## src/rtl/uart_rx.sv

```systemverilog
// ============================================================================
// Module   : uart_rx
// Purpose  : 8N1 UART receiver with a per-frame mid-bit counter and selectable rate.
// Revision : 1.0
// ============================================================================
`default_nettype none

module uart_rx #(
    parameter int FREQ       = 50_000_000,
    parameter int BAUD_2400  = 2400,
    parameter int BAUD_4800  = 4800,
    parameter int BAUD_9600  = 9600,
    parameter int BAUD_19200 = 19200
) (
    input  logic       clk,
    input  logic       arst_n,
    input  logic [1:0] baud_rate,
    input  logic       rx,
    output logic [7:0] rx_data,
    output logic       rx_valid,
    output logic       frame_err
);

    localparam logic [15:0] c_BIT_2400  = 16'(FREQ / BAUD_2400);
    localparam logic [15:0] c_BIT_4800  = 16'(FREQ / BAUD_4800);
    localparam logic [15:0] c_BIT_9600  = 16'(FREQ / BAUD_9600);
    localparam logic [15:0] c_BIT_19200 = 16'(FREQ / BAUD_19200);

    typedef enum logic [1:0] {
        S_IDLE  = 2'd0,
        S_START = 2'd1,
        S_DATA  = 2'd2,
        S_STOP  = 2'd3
    } state_t;

    state_t      state_q, state_d;
    logic        rx_meta_q, rx_s_q, rx_prev_q;
    logic [15:0] cnt_q, cnt_d;
    logic [15:0] bit_cnt_q, bit_cnt_d;
    logic [15:0] half_cnt_q, half_cnt_d;
    logic [2:0]  bit_idx_q, bit_idx_d;
    logic [7:0]  shreg_q, shreg_d;
    logic [7:0]  rx_data_q, rx_data_d;
    logic        rx_valid_q, rx_valid_d;
    logic        frame_err_q, frame_err_d;

    logic [15:0] w_sel_bit_cnt;
    logic        w_fall;
    logic        w_half_done;
    logic        w_bit_done;

    always_comb begin
        case (baud_rate)
            2'b00:   w_sel_bit_cnt = c_BIT_2400;
            2'b01:   w_sel_bit_cnt = c_BIT_4800;
            2'b10:   w_sel_bit_cnt = c_BIT_9600;
            default: w_sel_bit_cnt = c_BIT_19200;
        endcase
    end

    // Edge-only detection keeps a line stuck low from re-triggering frames.
    assign w_fall      = rx_prev_q & ~rx_s_q;
    assign w_half_done = (cnt_q == half_cnt_q - 16'd1);
    assign w_bit_done  = (cnt_q == bit_cnt_q - 16'd1);

    always_comb begin
        state_d     = state_q;
        cnt_d       = cnt_q + 16'd1;
        bit_cnt_d   = bit_cnt_q;
        half_cnt_d  = half_cnt_q;
        bit_idx_d   = bit_idx_q;
        shreg_d     = shreg_q;
        rx_data_d   = rx_data_q;
        rx_valid_d  = 1'b0;
        frame_err_d = 1'b0;

        case (state_q)
            S_IDLE: begin
                cnt_d = '0;
                if (w_fall) begin
                    bit_cnt_d  = w_sel_bit_cnt;
                    half_cnt_d = w_sel_bit_cnt >> 1;
                    state_d    = S_START;
                end
            end
            S_START: begin
                if (w_half_done) begin
                    cnt_d     = '0;
                    bit_idx_d = '0;
                    state_d   = rx_s_q ? S_IDLE : S_DATA;
                end
            end
            S_DATA: begin
                if (w_bit_done) begin
                    cnt_d     = '0;
                    shreg_d   = {rx_s_q, shreg_q[7:1]};
                    bit_idx_d = bit_idx_q + 3'd1;
                    if (bit_idx_q == 3'd7) begin
                        state_d = S_STOP;
                    end
                end
            end
            S_STOP: begin
                // Leaving at mid-stop lets a start edge at the end of the stop bit be caught.
                if (w_bit_done) begin
                    cnt_d   = '0;
                    state_d = S_IDLE;
                    if (rx_s_q) begin
                        rx_data_d  = shreg_q;
                        rx_valid_d = 1'b1;
                    end else begin
                        frame_err_d = 1'b1;
                    end
                end
            end
            default: begin
                cnt_d   = '0;
                state_d = S_IDLE;
            end
        endcase
    end

    always_ff @(posedge clk or negedge arst_n) begin
        if (!arst_n) begin
            state_q     <= S_IDLE;
            rx_meta_q   <= 1'b1;
            rx_s_q      <= 1'b1;
            rx_prev_q   <= 1'b1;
            cnt_q       <= '0;
            bit_cnt_q   <= '0;
            half_cnt_q  <= '0;
            bit_idx_q   <= '0;
            shreg_q     <= '0;
            rx_data_q   <= '0;
            rx_valid_q  <= 1'b0;
            frame_err_q <= 1'b0;
        end else begin
            state_q     <= state_d;
            rx_meta_q   <= rx;
            rx_s_q      <= rx_meta_q;
            rx_prev_q   <= rx_s_q;
            cnt_q       <= cnt_d;
            bit_cnt_q   <= bit_cnt_d;
            half_cnt_q  <= half_cnt_d;
            bit_idx_q   <= bit_idx_d;
            shreg_q     <= shreg_d;
            rx_data_q   <= rx_data_d;
            rx_valid_q  <= rx_valid_d;
            frame_err_q <= frame_err_d;
        end
    end

    assign rx_data   = rx_data_q;
    assign rx_valid  = rx_valid_q;
    assign frame_err = frame_err_q;

endmodule

`default_nettype wire

```

## config.mk

```make
export PLATFORM = sky130hd
export DESIGN_NAME = uart_rx
export DESIGN_NICKNAME = d
export VERILOG_FILES = /design/src/rtl/uart_rx.sv
export SDC_FILE = /design/constraint.sdc
export NUM_CORES = 1
export LEC_CHECK = 0
export CAP_MARGIN = 20
export CELL_PAD_IN_SITES_DETAIL_PLACEMENT = 1
export CELL_PAD_IN_SITES_GLOBAL_PLACEMENT = 2
export CORE_MARGIN = 10
export CORE_UTILIZATION = 43
export DETAILED_ROUTE_END_ITERATION = 7
export PLACE_DENSITY_LB_ADDON = 0.2
export SYNTH_ARGS = -nofsm -noshare
export SYNTH_HDL_FRONTEND = slang
export SYNTH_SLANG_ARGS = --single-unit
```

## constraint.sdc

```tcl
create_clock -name clk -period 9 [get_ports clk]
set_clock_uncertainty 0.15 [all_clocks]
set_input_delay 1.8 -clock clk [delete_from_list [all_inputs] [get_ports clk]]
set_output_delay 1.8 -clock clk [all_outputs]
set_load 0.005 [all_outputs]
```

==> Yosys cells after proc, flatten, opt, wreduce, memory -nomap -nowiden <==
Index checks and enable logic that the tools add are counted.
{ "totals": {"regBits": 73, "latchBits": 0, "mem_bits_rw": 0, "mem_bits_ro": 0, "inputBits": 5, "word_cells": 60, "mem_count": 0} }
{ "classes": {"n_addsub": 4, "multipliers": 0, "n_div": 0, "order_cmp": 0, "eq_ne": 13, "n_shift": 0, "n_mux": 20, "n_bitwise": 2, "reduce_logical": 9} }
{ "ops": {"columns": ["op", "n"], "rows": [
  ["$pmux 16 s3", 1],
  ["$pmux 15 s3", 1],
  ["$eq 16x16->1", 2],
  ["$mux 16", 2],
  ["$add 16x1->16 const B", 1],
  ["$sub 15x1->16 const B", 1],
  ["$sub 16x1->16 const B", 1],
  ["$mux 2", 6],
  ["$ne 2x2->1 const B", 5],
  ["$pmux 2 s4", 1],
  ["$eq 2x2->1 const B", 3],
  ["$mux 1", 6],
  ["$mux 3", 2],
  ["$pmux 3 s2", 1],
  ["$reduce_and 3->1", 2],
  ["$reduce_and 5->1", 1],
  ["$eq 2x1->1 const B", 2],
  ["$logic_not 2->1", 2],
  ["$reduce_and 2->1", 2],
  ["$add 3x1->3 const B", 1],
  ["$eq 3x3->1 const B", 1],
  ["$reduce_bool 2->1", 1],
  ["$reduce_or 2->1", 1],
  ["$and 1x1->1", 1],
  ["$not 1->1", 1]
]} }

==> Longest topological paths before layout <==
Gate-level depths: netlist of run 1.
{ "logic_depth": {"depth_word": 4, "ltp_mapped": 11} }

==> Worst setup path after synthesis of run 1 <==
Ideal clock, no wire load.
{ "synth_timing": {"path_kind": "reg2reg", "startpoint": "register, netlist name half_cnt_q[7]", "endpoint": "register rx_data_q[0] (netlist: rx_data[0])", "setup_ns": 0.125, "arrival_ns": 2.802, "t_required_ns": 8.725, "slack_ns": 5.923, "stages_incl_launch_ff": 11, "synth_period_minus_slack_ns": 3.077, "cell_sequence": "dfrtp_1 buf_4 inv_1 ha_1 clkbuf_1 xnor2_1 xnor2_1 nor4_1 nand4_4 nor3_4 mux2_2"} }
{ "synth_rtl": {"columns": ["item", "line", "source"], "rows": [
  ["end signal, assigned", "147", "rx_data_q <= rx_data_d;"],
  ["end, declared", "43", "logic [7:0] rx_data_q, rx_data_d;"]
]} }

==> Worst setup path in the final report of run 1 <==
{ "layout_timing": {"startpoint": "register half_cnt_q[7]", "endpoint": "register cnt_q[1]"} }
{ "layout_between": {"elab_chain_cells": 4} }
{ "layout_rtl": {"columns": ["item", "line", "source"], "rows": [
  ["start, declared", "40", "logic [15:0] half_cnt_q, half_cnt_d;"],
  ["start signal, assigned", "144", "half_cnt_q <= half_cnt_d;"],
  ["$sub 15x1->16", "63", "assign w_half_done = (cnt_q == half_cnt_q - 16'd1);"],
  ["$eq 16x16->1", "63", null],
  ["$mux 16", "87", "if (w_half_done) begin"],
  ["$pmux 16 s3", "77", "case (state_q)"],
  ["named net cnt_d[1]", "38", "logic [15:0] cnt_q, cnt_d;"],
  ["end signal, assigned", "142", "cnt_q <= cnt_d;"],
  ["end, declared", "38", null]
]} }
The timed path passes the listed nets, and every way through them passes these cells.
A chain may end at the register's enable or synchronous reset.

==> results of run 1 <==
==> sequential cells by signal, summed over array words and instances, names as in the netlist, named ones only <==
signal      cells
state_q         1
rx_valid        1
half_cnt_q      9
bit_idx_q       3
shreg_q         8
cnt_q          16
rx_s_q          1
frame_err       1
rx_prev_q       1
rx_data         8
rx_meta_q       1
==> path summary, 6_finish.rpt <==
| path | endpoint | start | slack [ps] | cells past startpoint |
|---|---|---|---|---|
| worst max-delay path | cnt_q[1] | half_cnt_q[7] | 5210 | 8 |
| worst min-delay path | rx_s_q | rx_meta_q | 210 | 0 |
| worst max register to register | cnt_q[1] | half_cnt_q[7] | 5210 | 8 |
| worst min register to register | rx_s_q | rx_meta_q | 210 | 0 |
| max in group asynchronous | half_cnt_q[12] | arst_n | 6830 | 2 |
| min in group asynchronous | cnt_q[13] | arst_n | 1430 | 2 |
==> placed cells by master (no fill, tap or decap), types with 6 or more instances in the layout <==
cell type and n:
sky130_fd_sc_hd__nand3_1 13, sky130_fd_sc_hd__and3_1 8, sky130_fd_sc_hd__xnor2_1 19, sky130_fd_sc_hd__nand2_1 11
sky130_fd_sc_hd__ha_1 10, sky130_fd_sc_hd__o211ai_1 7, sky130_fd_sc_hd__a21oi_1 20, sky130_fd_sc_hd__inv_1 9
sky130_fd_sc_hd__nor3_1 7, sky130_fd_sc_hd__xor2_1 17, sky130_fd_sc_hd__dfrtp_1 48, sky130_fd_sc_hd__nand4_1 7
sky130_fd_sc_hd__clkdlybuf4s50_1 13, sky130_fd_sc_hd__nor2_1 17, sky130_fd_sc_hd__mux2_2 18, sky130_fd_sc_hd__nor4_1 6
sky130_fd_sc_hd__o21ai_0 10, sky130_fd_sc_hd__o31ai_1 9, sky130_fd_sc_hd__nand2b_1 8
==> kinds of logic (layout without fill, tap and decap cells) <==
group | after synthesis | count (layout) | share of synthesized area
mux | 21 | 21 | 0.0704
flops | 51 | 51 | 0.385
simple gates | 107 | 107 | 0.199
xor+xnor | 36 | 36 | 0.0949
buf+inv | 37 | 34 | 0.0501
compound gates | 77 | 77 | 0.163
fa+ha+maj | 10 | 10 | 0.0377
==> critical path, stage by stage (launching register included) <==
cell,delay [ps]
sky130_fd_sc_hd__dfrtp_1,700
sky130_fd_sc_hd__inv_1,220
sky130_fd_sc_hd__ha_1,440
sky130_fd_sc_hd__xnor2_1,220
sky130_fd_sc_hd__xnor2_1,170
sky130_fd_sc_hd__nor4_1,550
sky130_fd_sc_hd__nand4_4,290
sky130_fd_sc_hd__o21ai_2,690
sky130_fd_sc_hd__a21boi_0,200
==> power by group through the flow <==
stage / logic (W) / registers, W / clock network, W
floorplan: 0.000434 / 0.000288 / 0
global placement: 0.000460 / 0.000364 / 0
detailed placement: 0.000467 / 0.000366 / 0
CTS: 0.000472 / 0.000362 / 0.000195
global route: 0.000529 / 0.000374 / 0.000208
finish: 0.000472 / 0.000363 / 0.000192
==> cell type report <==
class	instances	area share
tap	99	0.0343
multi-input combinational	251	0.521
clock inverter	3	0.0187
clock buffer	5	0.0190
timing repair buffer	17	0.0436
sequential	51	0.354
inverter	9	0.00935
==> routing by layer <==
layer	track usage	vias up	wire, um
met4	0.0353	0	53
li1	-	1229	-
met1	0.207	1325	4020
met5	0	-	0
met3	0.0317	4	345
met2	0.253	48	4090
==> per-stage QoR <==
step | instance area, um^2 | setup slack, ps | util | total power [W] | hold WS (ps)
6_report | 3610 | 5210 | 0.490 | 0.00103 | 212
3_5_place_dp | 3480 | 5280 | 0.472 | 0.000833 | 197
4_1_cts | 3610 | 5220 | 0.490 | 0.00103 | 215
2_1_floorplan | 3320 | 5920 | - | 0.000721 | 195
5_1_grt | 3610 | 4840 | 0.490 | 0.00111 | 223
3_3_place_gp | 3480 | 5320 | 0.472 | 0.000825 | 198
==> out/qor_table.md, run 1 <==
| Step | Parameter | Reported |
|:---|:---|:---|
| synth | Cell count after synthesis | 339 |
| finish | Post-layout nets | 350 |
| drt | Drt first pass iters | 4 |
| place | DPL Wire Length | 6230 um |
| synth | Most frequent cell after synthesis | sky130_fd_sc_hd__dfrtp_1 |
| drt | Overall via count from detail_route | 2606 |
| setup path | Kind of start point of the critical path | flop |
| timing | Setup repair after global routing missed its margin | no |
| cts | Maximum count of clock buffers along a single path | 2 |
| timing | Setup Total Neg Slack | 0 ps |
| power | Switching share of total power | 0.450 |
| cts | TritonCTS clock tree | yes |
| synth | Fraction of registers with async set/reset | 1.00 |
| drt | Average wire per cell in the routed design | 19.5 um |
| synth | Total of warnings raised by yosys | 0 |
| grt | Pin count of the biggest net entering global routing | 52 |
| finish | Register cell area after layout | 0.00128 mm^2 |
| power | Share of total power in combinational logic | 0.460 |
| setup path | Required time of the critical path | 9000 ps |
| timing | FMAX | 264 MHz |
| power | Internal | 0.000565 W |
| power | Part of the power in registers | 0.353 |
| setup path | CP Max Fanout | 17 |
| timing | Final period demand of the worst path | 3790 ps |
| cts | Root buf cell | sky130_fd_sc_hd__clkbuf_8 |
| synth | Cell type with the largest total area after synthesis | sky130_fd_sc_hd__dfrtp_1 |
| cts | Number of buffers inserted during clock tree synthesis | 5 |
| run | Maximum capacitance violations | 0 |
| cts | Number of levels in the clock H-tree | 2 |
| grt | Antenna violations before repair | 0 |
| cts | Post-CTS Resized | 0 |
| synth | Syn Nets | 354 |
| drt | Post-route DRC | 0 |
| floorplan | Die Width | 108 um |
| finish | ANT cells | 0 |
| setup path | CP Data Arrival Time | 3790 ps |
| grt | Final global-route overflow total | 0 |
| power | Power density of the placed cells | 284 mW/mm^2 |
| grt | Overall fraction of global-route tracks in use | 0.156 |
| drt | Via density per instance | 5.99 |
| drt | ANT nets after route | 0 |
| timing | Ratio of final minimum period to clock period | 0.421 |
| floorplan | Site row count | 31 |
| synth | Top_reg_cell synth | sky130_fd_sc_hd__dfrtp_1 |
| synth | Count of flip-flops with a built-in enable after synthesis | 0 |
| place | Placed cell count | 427 |
| floorplan | Floorplan die height | 108 um |
| cts | TritonCTS Sinks | 51 |
| status | Result of the run | finished, final reports clean |
| place | Placer congestion estimate | 0.846 |
| timing | Count of endpoints failing hold in the final timing report | 0 |
| timing | Transition time at the pin with the least slew margin | 777 ps |
| floorplan | Initial cell density of the core | 0.451 |
| cts | CTS clock-pin slew for the worst setup and hold paths | 100 ps |
| power | Maximum ir drop on the vdd rail | 134 uV |
| synth | Netlist area before placement | 0.00332 mm^2 |
| place | Quantity of I/O buffers inserted on ports | 14 |
| floorplan | Area of the placeable core | 0.00737 mm^2 |
| floorplan | Number of I/O pins | 15 |
| synth | Count of state elements after synthesis | 51 |
| synth | Register area share after synthesis | 0.385 |
| finish | Area growth from synthesis to final layout | 8.77% |
| synth | Average footprint of a synthesized cell | 9.80 um^2 |
| setup path | CP endpoint kind | flop |
| timing | Final Slew Violations | 0 |
| synth | Count of different cell masters after synthesis | 63 |
| cts | # Post-CTS Setup Buffers | 0 |
| finish | Number of fill cells in the layout | 833 |
| floorplan | Die outline area | 0.0116 mm^2 |
| power | Part of the total power dissipated in the clock network | 0.187 |
| grt | Vias in the first global route | 2675 |
| synth | Leading cell types by total area after synthesis | sky130_fd_sc_hd__dfrtp_1, sky130_fd_sc_hd__mux2_2, sky130_fd_sc_hd__xnor2_1 |
| grt | First-pass GRT wire length | 14600 um |
| drt | Final wirelength | 8500 um |
| timing | Final setup violation count | 0 |
| cts | Later-pin clock latency in the skew report | 310 ps |
| finish | Post-route non-filler standard cell count | 435 |
| power | Leak Pwr | 1.52 nW |
| synth | Top cells by count, synth | sky130_fd_sc_hd__dfrtp_1, sky130_fd_sc_hd__a21oi_1, sky130_fd_sc_hd__xnor2_1, sky130_fd_sc_hd__mux2_2 |
| finish | Layout cells sized above 1 | 0.140 |
| synth | Proportion of netlist area held by the largest area contributor | 0.361 |
| cts | Number of hold-repair buffers added at the cts stage | 0 |
| drt | 1st-iter DRT viols | 140 |
| finish | Multi-input gate area in the final layout | 0.00188 mm^2 |
| timing | Max-Slew Margin vs Limit | 0.482 |
| min path | Min-Delay Path Class | reg2reg |
| setup path | Worst setup path category | reg2reg |
| power | Sw Pwr | 0.000462 W |
(Power assumes the default switching activity.)
==> run 2: changes to the inputs <==
Settings changed: CORE_UTILIZATION 43 to 36.
Clock period 9 ns to 3.2 ns, I/O delays scaled along.
==> out/qor_table.md, run 2 (synthesis gave the netlist of run 1 again) <==
| Step | Parameter | Reported |
|:---|:---|:---|
| power | Power density of the placed cells | 781 mW/mm^2 |
| cts | # Post-CTS Setup Buffers | 0 |
| drt | Via density per instance | 5.68 |
| place | Quantity of I/O buffers inserted on ports | 14 |
| setup path | CP Max Fanout | 9 |
| timing | Final setup violation count | 0 |
| finish | ANT cells | 0 |
| finish | Post-layout nets | 366 |
| cts | Number of levels in the clock H-tree | 2 |
| floorplan | Die Width | 116 um |
| finish | Top library cells by usage in the layout, fill and taps aside | sky130_fd_sc_hd__dfrtp_1, sky130_fd_sc_hd__a21oi_1, sky130_fd_sc_hd__xnor2_1, sky130_fd_sc_hd__buf_4, sky130_fd_sc_hd__mux2_2 |
| drt | 1st-iter DRT viols | 98 |
| status | Result of the run | finished, final reports clean |
| drt | Overall via count from detail_route | 2628 |
| cts | Number of buffers inserted during clock tree synthesis | 5 |
| place | Placed cell areas | 0.00361 mm^2 |
| floorplan | Die outline area | 0.0135 mm^2 |
| timing | Count of endpoints failing hold in the final timing report | 0 |
| finish | Number of fill cells in the layout | 1042 |
| floorplan | Area of the placeable core | 0.00911 mm^2 |
| timing | Setup Total Neg Slack | 0 ps |
| timing | Final period demand of the worst path | 2930 ps |
| finish | Final design utilization | 0.408 |
| place | Placer congestion estimate | 0.868 |
| finish | Biggest register | cnt_q |
| floorplan | Floorplan die height | 116 um |
| grt | Final global-route overflow total | 0 |
| power | Leak Pwr | 1.58 nW |
| drt | Drt first pass iters | 4 |
| grt | First-pass GRT wire length | 14800 um |
| setup path | R2R depth | 9 |
| finish | Final standard cell area without fillers | 0.00371 mm^2 |
| cts | TritonCTS Sinks | 51 |
| setup path | CP max-delay cell | sky130_fd_sc_hd__a221oi_2 |
| setup path | CP Data Arrival Time | 3000 ps |
| power | Total power | 0.00290 W |
| finish | Number of flip-flops in the largest register | 16 |
| grt | Pin count of the biggest net entering global routing | 31 |
| setup path | Critical path's largest stage delay | 430 ps |
| run | Maximum capacitance violations | 0 |
| timing | FMAX | 341 MHz |
| timing | Transition time at the pin with the least slew margin | 562 ps |
| floorplan | Site row count | 35 |
| timing | Ratio of final minimum period to clock period | 0.916 |
| grt | Vias in the first global route | 2793 |
| grt | Overall fraction of global-route tracks in use | 0.138 |
| cts | Root buf cell | sky130_fd_sc_hd__clkbuf_8 |
| setup path | Cell breakdown of the critical path | inv_1, ha_1, nor2b_1, nand4_1, a221oi_2, nand4_4, nor3_4, buf_4, mux2_2 |
| power | Maximum ir drop on the vdd rail | 291 uV |
| finish | Most common cell after layout, fill and taps aside | sky130_fd_sc_hd__dfrtp_1 |
| min path | Min-Delay Path Class | in2async |
| cts | TritonCTS clock tree | yes |
| floorplan | Initial cell density of the core | 0.365 |
| timing | Final hold slack | 7.67 ps |
| cts | CTS clock-pin slew for the worst setup and hold paths | 110 ps |
| drt | Average wire per cell in the routed design | 19.0 um |
| cts | Later-pin clock latency in the skew report | 320 ps |
| timing | Max-Slew Margin vs Limit | 0.624 |
| timing | Final Slew Violations | 0 |
| drt | Post-route DRC | 0 |
| timing | Setup repair after global routing missed its margin | no |
| cts | Maximum count of clock buffers along a single path | 2 |
| setup path | CP endpoint kind | flop |
| place | DPL Wire Length | 6640 um |
| setup path | Required time of the critical path | 3270 ps |
| finish | Layout cells sized above 1 | 0.182 |
| finish | Area growth from synthesis to final layout | 11.7% |
| floorplan | Number of I/O pins | 15 |
| drt | ANT nets after route | 0 |
| setup path | Kind of start point of the critical path | flop |
| finish | Registers with the most flip-flops | cnt_q: 16 flops, half_cnt_q: 9 flops |
| setup path | Worst setup path category | reg2reg |
| drt | Final wirelength | 8780 um |
| grt | Antenna violations before repair | 0 |
-- run 2: path summary, 6_finish.rpt --
check | start | to | slack [ps]
min in group clk | rx_meta_q | rx_s_q | 210
worst max register to register | half_cnt_q[8] | rx_data[5] | 270
worst min-delay path | arst_n | cnt_q[10] | 8
worst max-delay path | half_cnt_q[8] | rx_data[5] | 270
max in group asynchronous | arst_n | rx_meta_q | 2220
worst min register to register | rx_meta_q | rx_s_q | 210
-- run 2: final cells by class --
cell class / count / area (um^2) / share of cell area
Multi-Input combinational cell: 251 / 1890 / 0.508
Sequential cell: 51 / 1280 / 0.345
Timing Repair Buffer: 33 / 278 / 0.0748
Tap cell: 111 / 139 / 0.0374
Clock buffer: 5 / 68.8 / 0.0185
Inverter: 9 / 33.8 / 0.00910
Clock inverter: 3 / 27.5 / 0.00741
-- run 2: per-layer routing --
| metal | track usage | up-vias | part of all wire | routed length (um) |
|---|---|---|---|---|
| met1 | 0.170 | 1333 | 0.46 | 4050 |
| met5 | 0 | - | 0 | 0 |
| met3 | 0.0311 | 6 | 0.033 | 294 |
| met4 | 0.0300 | 0 | 0.0098 | 86 |
| li1 | - | 1262 | - | - |
| met2 | 0.240 | 27 | 0.50 | 4350 |
-- run 2: repair_timing --
| item | 4_1_cts | 5_1_grt |
|---|---|---|
| resized for setup | 0 | 1 |
| hold buffers | 0 | 0 |
| hold endpoints to repair | 0 | 0 |
| setup endpoints to repair | 0 | 14 |
-- run 2: worst max-delay path, delay by kind of cell (launching register included) --
family,cells,cell delay [ps]
buffers and inverters,2,300
adder cells (fa/ha/maj),1,170
flip-flops,1,390
AO/OA/AOI/OAI,1,430
multiplexers,1,340
AND/OR/NAND/NOR,4,1030
-- run 2: power breakdown --
group	switching (W)	leakage, nW	internal, W
sequential	0.000163	0.679	0.000736
combinational	0.000931	0.858	0.000657
clock	0.000249	0.0463	0.000161
total	0.00134	1.58	0.00155
-- run 2: stage by stage --
stage / setup WS, ps / std cells
floorplan: 123 / 339
global placement: 324 / 455
detailed placement: 171 / 455
CTS: 172 / 463
global route: 44.2 / 463
finish: 270 / 463
==> run 3: changes to the inputs <==
Settings changed: MAX_ROUTING_LAYER set to met4.
==> out/qor_table.md, run 3 (synthesis gave the netlist of run 1 again) <==
| Step | Parameter | Reported |
|:---|:---|:---|
| status | Result of the run | finished, final reports clean |
| cts | Later-pin clock latency in the skew report | 320 ps |
| run | Maximum capacitance violations | 0 |
| timing | Final setup violation count | 0 |
| timing | Setup repair after global routing missed its margin | no |
| place | DPL Wire Length | 6640 um |
| finish | Number of fill cells in the layout | 1042 |
| cts | TritonCTS Sinks | 51 |
| timing | Final Slew Violations | 0 |
| cts | # Post-CTS Setup Buffers | 0 |
| setup path | R2r setup slk | 270 ps |
| floorplan | Number of I/O pins | 15 |
| finish | Top library cells by usage in the layout, fill and taps aside | sky130_fd_sc_hd__dfrtp_1, sky130_fd_sc_hd__a21oi_1, sky130_fd_sc_hd__xnor2_1, sky130_fd_sc_hd__buf_4, sky130_fd_sc_hd__mux2_2 |
| place | Worst setup slack after placement | 171 ps |
| power | Leak Pwr | 1.58 nW |
| timing | Count of endpoints failing hold in the final timing report | 0 |
| grt | Antenna violations before repair | 0 |
| floorplan | Initial cell density of the core | 0.365 |
| finish | Area growth from synthesis to final layout | 11.7% |
| setup path | R2R depth | 9 |
| power | Maximum ir drop on the vdd rail | 290 uV |
| grt | Final global-route overflow total | 0 |
| drt | Drt first pass iters | 4 |
| finish | ANT cells | 0 |
| timing | Transition time at the pin with the least slew margin | 513 ps |
| cts | Number of hold-repair buffers added at the cts stage | 0 |
| floorplan | Floorplan die height | 116 um |
| min path | Min-Delay Path Class | in2async |
| power | Power density of the placed cells | 780 mW/mm^2 |
| place | Quantity of I/O buffers inserted on ports | 14 |
| finish | Registers with the most flip-flops | cnt_q: 16 flops, half_cnt_q: 9 flops |
| place | Placed cell count | 455 |
| setup path | CP Max Fanout | 9 |
| grt | First-pass GRT wire length | 14900 um |
| drt | Via density per instance | 5.64 |
| timing | Setup Total Neg Slack | 0 ps |
| timing | FMAX | 341 MHz |
| finish | Most common cell after layout, fill and taps aside | sky130_fd_sc_hd__dfrtp_1 |
| cts | Number of buffers inserted during clock tree synthesis | 5 |
| cts | CTS clock-pin slew for the worst setup and hold paths | 110 ps |
| floorplan | Area of the placeable core | 0.00911 mm^2 |
| drt | Post-route DRC | 0 |
| timing | Ratio of final minimum period to clock period | 0.915 |
| grt | Vias in the first global route | 2796 |
| drt | ANT nets after route | 0 |
| cts | Number of levels in the clock H-tree | 2 |
| finish | Layout cells sized above 1 | 0.182 |
| finish | Biggest register | cnt_q |
| setup path | Worst setup path category | reg2reg |
| setup path | Worst reg2reg startpoint | half_cnt_q[8] |
| finish | Final design utilization | 0.408 |
| timing | Max-Slew Margin vs Limit | 0.657 |
| cts | Root buf cell | sky130_fd_sc_hd__clkbuf_8 |
| drt | Overall via count from detail_route | 2611 |
| timing | Final period demand of the worst path | 2930 ps |
| timing | Least setup slack across all paths after layout | 271 ps |
| floorplan | Die Width | 116 um |
| setup path | End of the worst register-to-register path | rx_data[5] |
| floorplan | Die outline area | 0.0135 mm^2 |
| setup path | CP endpoint kind | flop |
| setup path | Worst setup path startpoint | half_cnt_q[8] |
| finish | Post-route non-filler standard cell count | 463 |
| place | Placer congestion estimate | 0.882 |
| cts | Post-CTS Resized | 0 |
| grt | Pin count of the biggest net entering global routing | 31 |
| finish | Post-layout nets | 366 |
| cts | Maximum count of clock buffers along a single path | 2 |
| drt | 1st-iter DRT viols | 94 |
| setup path | CP Data Arrival Time | 2990 ps |
| floorplan | Site row count | 35 |
| grt | Overall fraction of global-route tracks in use | 0.142 |
| setup path | Kind of start point of the critical path | flop |
| setup path | Required time of the critical path | 3260 ps |
| drt | Final wirelength | 8760 um |
| timing | Final hold slack | 8.85 ps |
| drt | Average wire per cell in the routed design | 18.9 um |
| cts | TritonCTS clock tree | yes |
| finish | Number of flip-flops in the largest register | 16 |
[run 3: cell counts in the layout (fill, tap and decap cells not counted)]
Identical to the previous run, type by type.
[run 3: worst max-delay path by stage]
| stage | end | slack [ps] | depth (start not counted) |
|---|---|---|---|
| 2_1_floorplan | rx_data[0] | 120 | 10 |
| 3_3_place_gp | rx_data[2] | 320 | 9 |
| 3_5_place_dp | rx_data[5] | 170 | 9 |
| 4_1_cts | rx_data[5] | 170 | 9 |
| 5_1_grt | rx_data[5] | 40 | 9 |
| 6_report | rx_data[5] | 270 | 9 |
[run 3: cell type report]
cell class / count / area, um^2 / share of cell area
clock inverters: 3 / 27.5 / 0.00741
repair buffers: 33 / 278 / 0.0748
multi-input cells: 251 / 1890 / 0.508
inverters: 9 / 33.8 / 0.00910
well taps: 111 / 139 / 0.0374
flip-flops and latches: 51 / 1280 / 0.345
clock buffers: 5 / 68.8 / 0.0185
[run 3: metrics by stage]
stage / cell area (um^2) / total power [W]
5_1_grt: 3710 / 0.00313
3_5_place_dp: 3610 / 0.00249
3_3_place_gp: 3610 / 0.00245
4_1_cts: 3710 / 0.00291
2_1_floorplan: 3320 / 0.00203
6_report: 3710 / 0.00290
[run 3: metal layers]
| layer | track usage | wire length (um) | vias up |
|---|---|---|---|
| met1 | 0.175 | 4190 | 1322 |
| li1 | - | - | 1260 |
| met4 | 0.0300 | 89 | 0 |
| met3 | 0.0228 | 163 | 6 |
| met5 | - | 0 | - |
| met2 | 0.240 | 4310 | 23 |
[run 3: worst max-delay path, cell delays in order (launching register included)]
cell                       delay, ps
sky130_fd_sc_hd__dfrtp_1         390
sky130_fd_sc_hd__inv_1           110
sky130_fd_sc_hd__ha_1            170
sky130_fd_sc_hd__nor2b_1         370
sky130_fd_sc_hd__nand4_1         210
sky130_fd_sc_hd__a221oi_2        430
sky130_fd_sc_hd__nand4_4         230
sky130_fd_sc_hd__nor3_4          220
sky130_fd_sc_hd__buf_4           190
sky130_fd_sc_hd__mux2_2          340
[run 3: power by group]
group	total, W	internal, W	leakage (nW)	switching, W
clock	0.000409	0.000161	0.0463	0.000248
sequential	0.000899	0.000736	0.679	0.000163
combinational	0.00159	0.000657	0.858	0.000931
